File: src/rtl/oldland_fetch.sv
// Instruction fetch stage: walks the pc over a single-outstanding instruction bus,
// buffers one word while decode stalls, and handles branch/exception redirects.
module oldland_fetch #(
  parameter logic [31:0] RESET_PC  = 32'h10000000,
  parameter logic [31:0] NOP_INSTR = 32'h00000000
) (
  input  logic        clk,
  input  logic        rst,
  input  logic        run,
  input  logic        stall,
  input  logic        branch_taken,
  input  logic [31:0] branch_pc,
  input  logic        exception_start,
  input  logic [31:0] vector_base,
  output logic [29:0] i_addr,
  output logic        i_access,
  input  logic        i_ack,
  input  logic [31:0] i_data,
  output logic [31:0] instr,
  output logic [31:0] pc_plus_4,
  output logic        i_fetched,
  output logic        stopped,
  output logic [1:0]  fetch_state
);

  // Handshakes: i_access with i_addr stays asserted and stable until the bus
  // returns i_ack, whose i_data is valid for that cycle only; decode accepts
  // the presented instr on any cycle where stall is low.

  typedef enum logic [1:0] {
    IDLE = 2'd0,
    REQ  = 2'd1,
    SKID = 2'd2
  } state_t;

  state_t      state;
  state_t      state_next;
  logic [31:0] pc;
  logic [31:0] pc_inc;
  logic [31:0] redirect_pc;
  logic        discard;
  logic [31:0] skid_instr;
  logic [31:0] skid_pc4;

  logic        redirect;
  logic [31:0] redirect_target;
  logic        ack_live;
  logic        take_word;
  logic        deliver_now;
  logic        to_skid;
  logic        skid_out;

  assign pc_inc          = pc + 32'd4;
  assign redirect        = exception_start | branch_taken;
  assign redirect_target = (exception_start ? vector_base : branch_pc) & 32'hFFFF_FFFC;
  assign ack_live        = (state == REQ) && i_ack;
  assign take_word       = ack_live && !discard && !redirect;
  assign deliver_now     = take_word && !stall;
  assign to_skid         = take_word && stall;
  assign skid_out        = (state == SKID) && !stall && !redirect;

  always_ff @(posedge clk) begin
    if (rst) state <= IDLE;
    else     state <= state_next;
  end

  always_comb begin
    state_next = state;
    case (state)
      IDLE: begin
        if (run && !stall && !redirect) state_next = REQ;
      end
      REQ: begin
        if (ack_live) begin
          if (redirect || discard || !stall) state_next = run ? REQ : IDLE;
          else                               state_next = SKID;
        end
      end
      SKID: begin
        if (redirect || !stall) state_next = run ? REQ : IDLE;
      end
      default: state_next = IDLE;
    endcase
  end

  always_comb begin
    i_access    = (state == REQ);
    i_addr      = pc[31:2];
    fetch_state = state;
  end

  // A redirect that lands mid-access keeps the bus address stable and parks
  // the target until the orphaned word returns.
  always_ff @(posedge clk) begin
    if (rst) begin
      pc          <= RESET_PC;
      redirect_pc <= 32'd0;
      discard     <= 1'b0;
      instr       <= NOP_INSTR;
      pc_plus_4   <= 32'd0;
      i_fetched   <= 1'b0;
      skid_instr  <= NOP_INSTR;
      skid_pc4    <= 32'd0;
      stopped     <= 1'b0;
    end else begin
      stopped <= !run && (state_next != REQ);

      if (redirect) begin
        if ((state == REQ) && !i_ack) begin
          discard     <= 1'b1;
          redirect_pc <= redirect_target;
        end else begin
          pc      <= redirect_target;
          discard <= 1'b0;
        end
      end else if (ack_live) begin
        if (discard) begin
          pc      <= redirect_pc;
          discard <= 1'b0;
        end else begin
          pc <= pc_inc;
        end
      end

      if (redirect) begin
        instr     <= NOP_INSTR;
        i_fetched <= 1'b0;
      end else if (deliver_now) begin
        instr     <= i_data;
        pc_plus_4 <= pc_inc;
        i_fetched <= 1'b1;
      end else if (skid_out) begin
        instr     <= skid_instr;
        pc_plus_4 <= skid_pc4;
        i_fetched <= 1'b1;
      end else if (!stall) begin
        instr     <= NOP_INSTR;
        i_fetched <= 1'b0;
      end

      if (redirect) begin
        skid_instr <= NOP_INSTR;
        skid_pc4   <= 32'd0;
      end else if (to_skid) begin
        skid_instr <= i_data;
        skid_pc4   <= pc_inc;
      end
    end
  end

endmodule

File: config.mk
export PLATFORM = sky130hd
export DESIGN_NAME = oldland_fetch
export DESIGN_NICKNAME = d
export VERILOG_FILES = /design/src/rtl/oldland_fetch.sv
export SDC_FILE = /design/constraint.sdc
export NUM_CORES = 1
export LEC_CHECK = 0
export ABC_AREA = 0
export CAP_MARGIN = 20
export CORE_MARGIN = 2
export CORE_UTILIZATION = 46
export DETAILED_ROUTE_END_ITERATION = 12
export GPL_ROUTABILITY_DRIVEN = 0
export PLACE_DENSITY_LB_ADDON = 0.2
export SYNTH_ARGS = -nofsm -noshare
export SYNTH_HDL_FRONTEND = slang
export SYNTH_SLANG_ARGS = --single-unit
File: constraint.sdc
create_clock -name clk -period 2.05 [get_ports clk]
set_input_delay 0.5125 -clock clk [delete_from_list [all_inputs] [get_ports clk]]
set_output_delay 0.5125 -clock clk [all_outputs]
set_load 0.05 [all_outputs]
==> key figures <==
Status
  • Outcome: completed

STA
  • Setup Skew: roughly 0.011 ns
  • Max transition margin: 0.611
  • RSZ-0062 raised after global routing: yes
  • Final-report setup violation count: 0
  • Tmin final: approximately 1.9 ns
  • Setup_tns: 0 ns
  • Worst-Margin Slew: ~0.58 ns
  • Fmax achieved: about 500 MHz
  • Final hold vios: 0
  • Final Slew Violations: 0
  • Fin crit share: 0.948

Clocking
  • Worst-skew pair later-pin latency: between 0.4 and 0.5 ns
  • Setup Buffers After CTS: 0
  • H-tree levels: 4
  • CTS root buf: clkbuf_16
  • TritonCTS buffer count: 17
  • CTS tree: built
  • Clk sinks: about 190
  • Clk pin slew, worst setup/hold paths: approximately 0.070 ns
  • Post-CTS Hold Buffers: 0
  • Max Root-Sink Buffers: 2

Finish
  • FF/Latch Area: between 3000 and 4000 um2
  • Final net count: ~1,400
  • Area growth, synth to finish: 34.9%
  • Layout cells sized above 1: 0.190
  • Filler cells: roughly 1,800
  • Cell Count, Final, Fillers Out: 1,584
  • Commonest non-fill, non-tap cells in the layout: dfxtp_1 (171), buf_4 (137), nor2_1 (118)
  • Ant diodes: 0
  • Multi-input logic area: slightly below 5000 um2
  • Commonest non-fill, non-tap cell in the layout: dfxtp_1
  • Post-Route Utilization: 0.634

Min path
  • HP Class: in2reg
  • HP Start: rst

Power
  • Sequential share of power: 0.438
  • Pwr Density: between 700 and 800 nW/um2
  • Int Pwr: roughly 6.3 mW
  • Pleak: 4.71 nW
  • Comb pwr share: 0.162
  • Clk pwr share: 0.400
  • NetSw: 2.58 mW
  • Sw frac: 0.292
  • Peak VDD IR: approximately 570 uV

Logic synthesis
  • Simple-gate portion of the synthesized area: 0.231
  • Multiplexer share of the synthesized area: 0.0559
  • Async SR Flop Fraction: 0
  • Ys Warns: 0
  • Post-synthesis compound-gate area fraction: 0.217
  • Seq/Total Area, Yosys: 0.412
  • Yosys reg bits: approximately 190
  • Distinct cells, synth: between 60 and 70
  • Main combinational cell family by area after synthesis: simple AND/OR/NAND/NOR gates
  • Prevailing post-synth register cell: dfxtp_1
  • Post-synth EDFFs: 0
  • Synthesized area: 9180 um2
  • Synth Area in Adders: 0.00136
  • Xor and xnor area share after synthesis: 0.0267
  • Post-synthesis cell count: between 1,000 and 1,500
  • Mapped Avg Cell Area: 8.30 um2

Global route
  • Largest net degree at the start of global routing: 80
  • GRT overflow: 0
  • Overall global routing resource usage: 0.257
  • First-pass GRT wire length: roughly 44,000 um
  • Initial antenna violation count: 0
  • Vias in the first global route: 8,358

Critical path
  • Crit path DAT: between 2 and 2.5 ns
  • Critical Path RT: ~2.4 ns
  • Slowest-stage cell, CP: or3b_1
  • Reg2Reg Launch Point: pc[3]
  • Max incr delay on CP: 0.46 ns
  • Crit start category: input port
  • CP cell instances: clkdlybuf4s50_1, or3b_1, buf_4, nor2_4, buf_12, nor2_1, a311oi_1
  • R2r setup slk: between 0.1 and 0.15 ns
  • Crit path from: i_ack
  • WP buf/inv: 3
  • Setup crit end kind: flip-flop
  • Critical path type: in2reg
  • Crit path max fanout: 60
  • CP delay by family, top: buffers and inverters

Detailed routing
  • Antenna-violating nets left: 0
  • Vias per cell: between 5 and 6
  • # DRC: 0
  • Detailed Route WL: approximately 28,000 um
  • WL per Instance: 17.4 um
  • Total number of vias: 8,944
  • Detailed Route Iter0 Violations: approximately 700
  • Pre-Repair DR Iteration Count: 5

Job
  • MaxCap Viol Count: 0

Floorplan
  • Rows: 51
  • Die area: about 21,000 um2
  • Die height: ~150 um
  • I/O Pins: 202
  • Die Span X: around 150 um
  • Core Area: around 20,000 um2
  • Initial Util: 0.470

Placed design
  • Input/output buffers: just under 200
  • Placed cells: around 1,600
  • Dpl hpwl: just under 20,000 um
## final timing paths
kind                                         to  cells past startpoint
worst max-delay path            redirect_pc[16]                      7
worst min-delay path                      pc[9]                      2
worst max register to register           pc[28]                      7
worst min register to register   skid_instr[30]                      2
## timing repair
item	4_1_cts	5_1_grt
endpoints found under the setup margin	58	19
endpoints found under the hold margin	0	0
gates resized for setup	35	2
## power groups by stage
| stage | Combinational, mW | Clock, mW | Sequential (mW) |
|---|---|---|---|
| after global routing | 1.52 | 3.74 | 3.88 |
| after CTS | 1.43 | 3.60 | 3.86 |
| final | 1.43 | 3.54 | 3.87 |
| after detailed placement | 1.43 | 0 | 3.95 |
| after global placement | 1.42 | 0 | 3.95 |
| after floorplan | 0.556 | 0 | 4.17 |
## state kept, by name, indices dropped and copies added (netlist names)
register,cells
discard,1
fetch_state,2
i_fetched,1
instr,32
pc,30
pc_plus_4,30
redirect_pc,30
skid_instr,32
skid_pc4,30
stopped,1
## synth_stat cells (9+ instances only)
library cell | number | area, um2
dfxtp_1 | 189 | 3780
nor2_1 | 120 | 450
nand2_1 | 111 | 417
a21oi_1 | 99 | 495
clkbuf_1 | 71 | 267
a211oi_1 | 60 | 450
nor3_1 | 46 | 230
a221oi_1 | 42 | 368
nor2b_1 | 41 | 257
o21ai_0 | 40 | 200
mux2i_1 | 31 | 310
nand3_1 | 27 | 135
buf_2 | 23 | 115
mux2_2 | 18 | 203
xor2_1 | 17 | 149
nand4_1 | 16 | 100
nand2b_1 | 14 | 87.6
inv_1 | 11 | 41.3
xnor2_1 | 11 | 96.3
a21o_1 | 10 | 75.1
nand3b_1 | 9 | 67.6
nor3b_1 | 9 | 67.6
## worst register-to-register path, delay by kind of cell, from the launching register on
family | cells | cell delay (ns)
AO/OA/AOI/OAI | 2 | 0.51
adder cells (fa/ha/maj) | 1 | 0.20
buffers and inverters | 1 | 0.17
flip-flops | 1 | 0.38
AND/OR/NAND/NOR | 3 | 0.57
## cells by family after synthesis
kind of cell               Yosys count
AOI/OAI and AO/OA                  298
xor gates and xnor gates            28
adders and majority gates            1
buffers and inverters              115
DFF                                189
muxes                               49
other                                1
and+or+nand+nor                    425
## per-stage QoR
step | instance area [um2] | power [mW] | hold WS [ns] | setup WS, ns
3_3_place_gp | 11800 | 5.37 | 0.441 | -0.494
6_report | 12400 | 8.83 | 0.390 | 0.107
2_1_floorplan | 9210 | 4.73 | 0.434 | 0.00571
4_1_cts | 12400 | 8.89 | 0.364 | 0.00344
3_5_place_dp | 11800 | 5.38 | 0.446 | -0.506
5_1_grt | 12400 | 9.14 | 0.381 | -0.00242
## routing by layer
layer  global-route usage  wire, um
met5                    0         0
met4               0.0799       629
met3               0.0425      1580
met1                0.339     11800
met2                0.432     13500
## layout make-up
cell class	instances	area share
inverter	11	0.00334
clock buffer	17	0.0344
sequential	189	0.308
multi-input combinational	803	0.399
tap	265	0.0268
clock inverter	15	0.0179
timing repair buffer	284	0.212
Note: power is estimated with default switching activity, not from simulation.
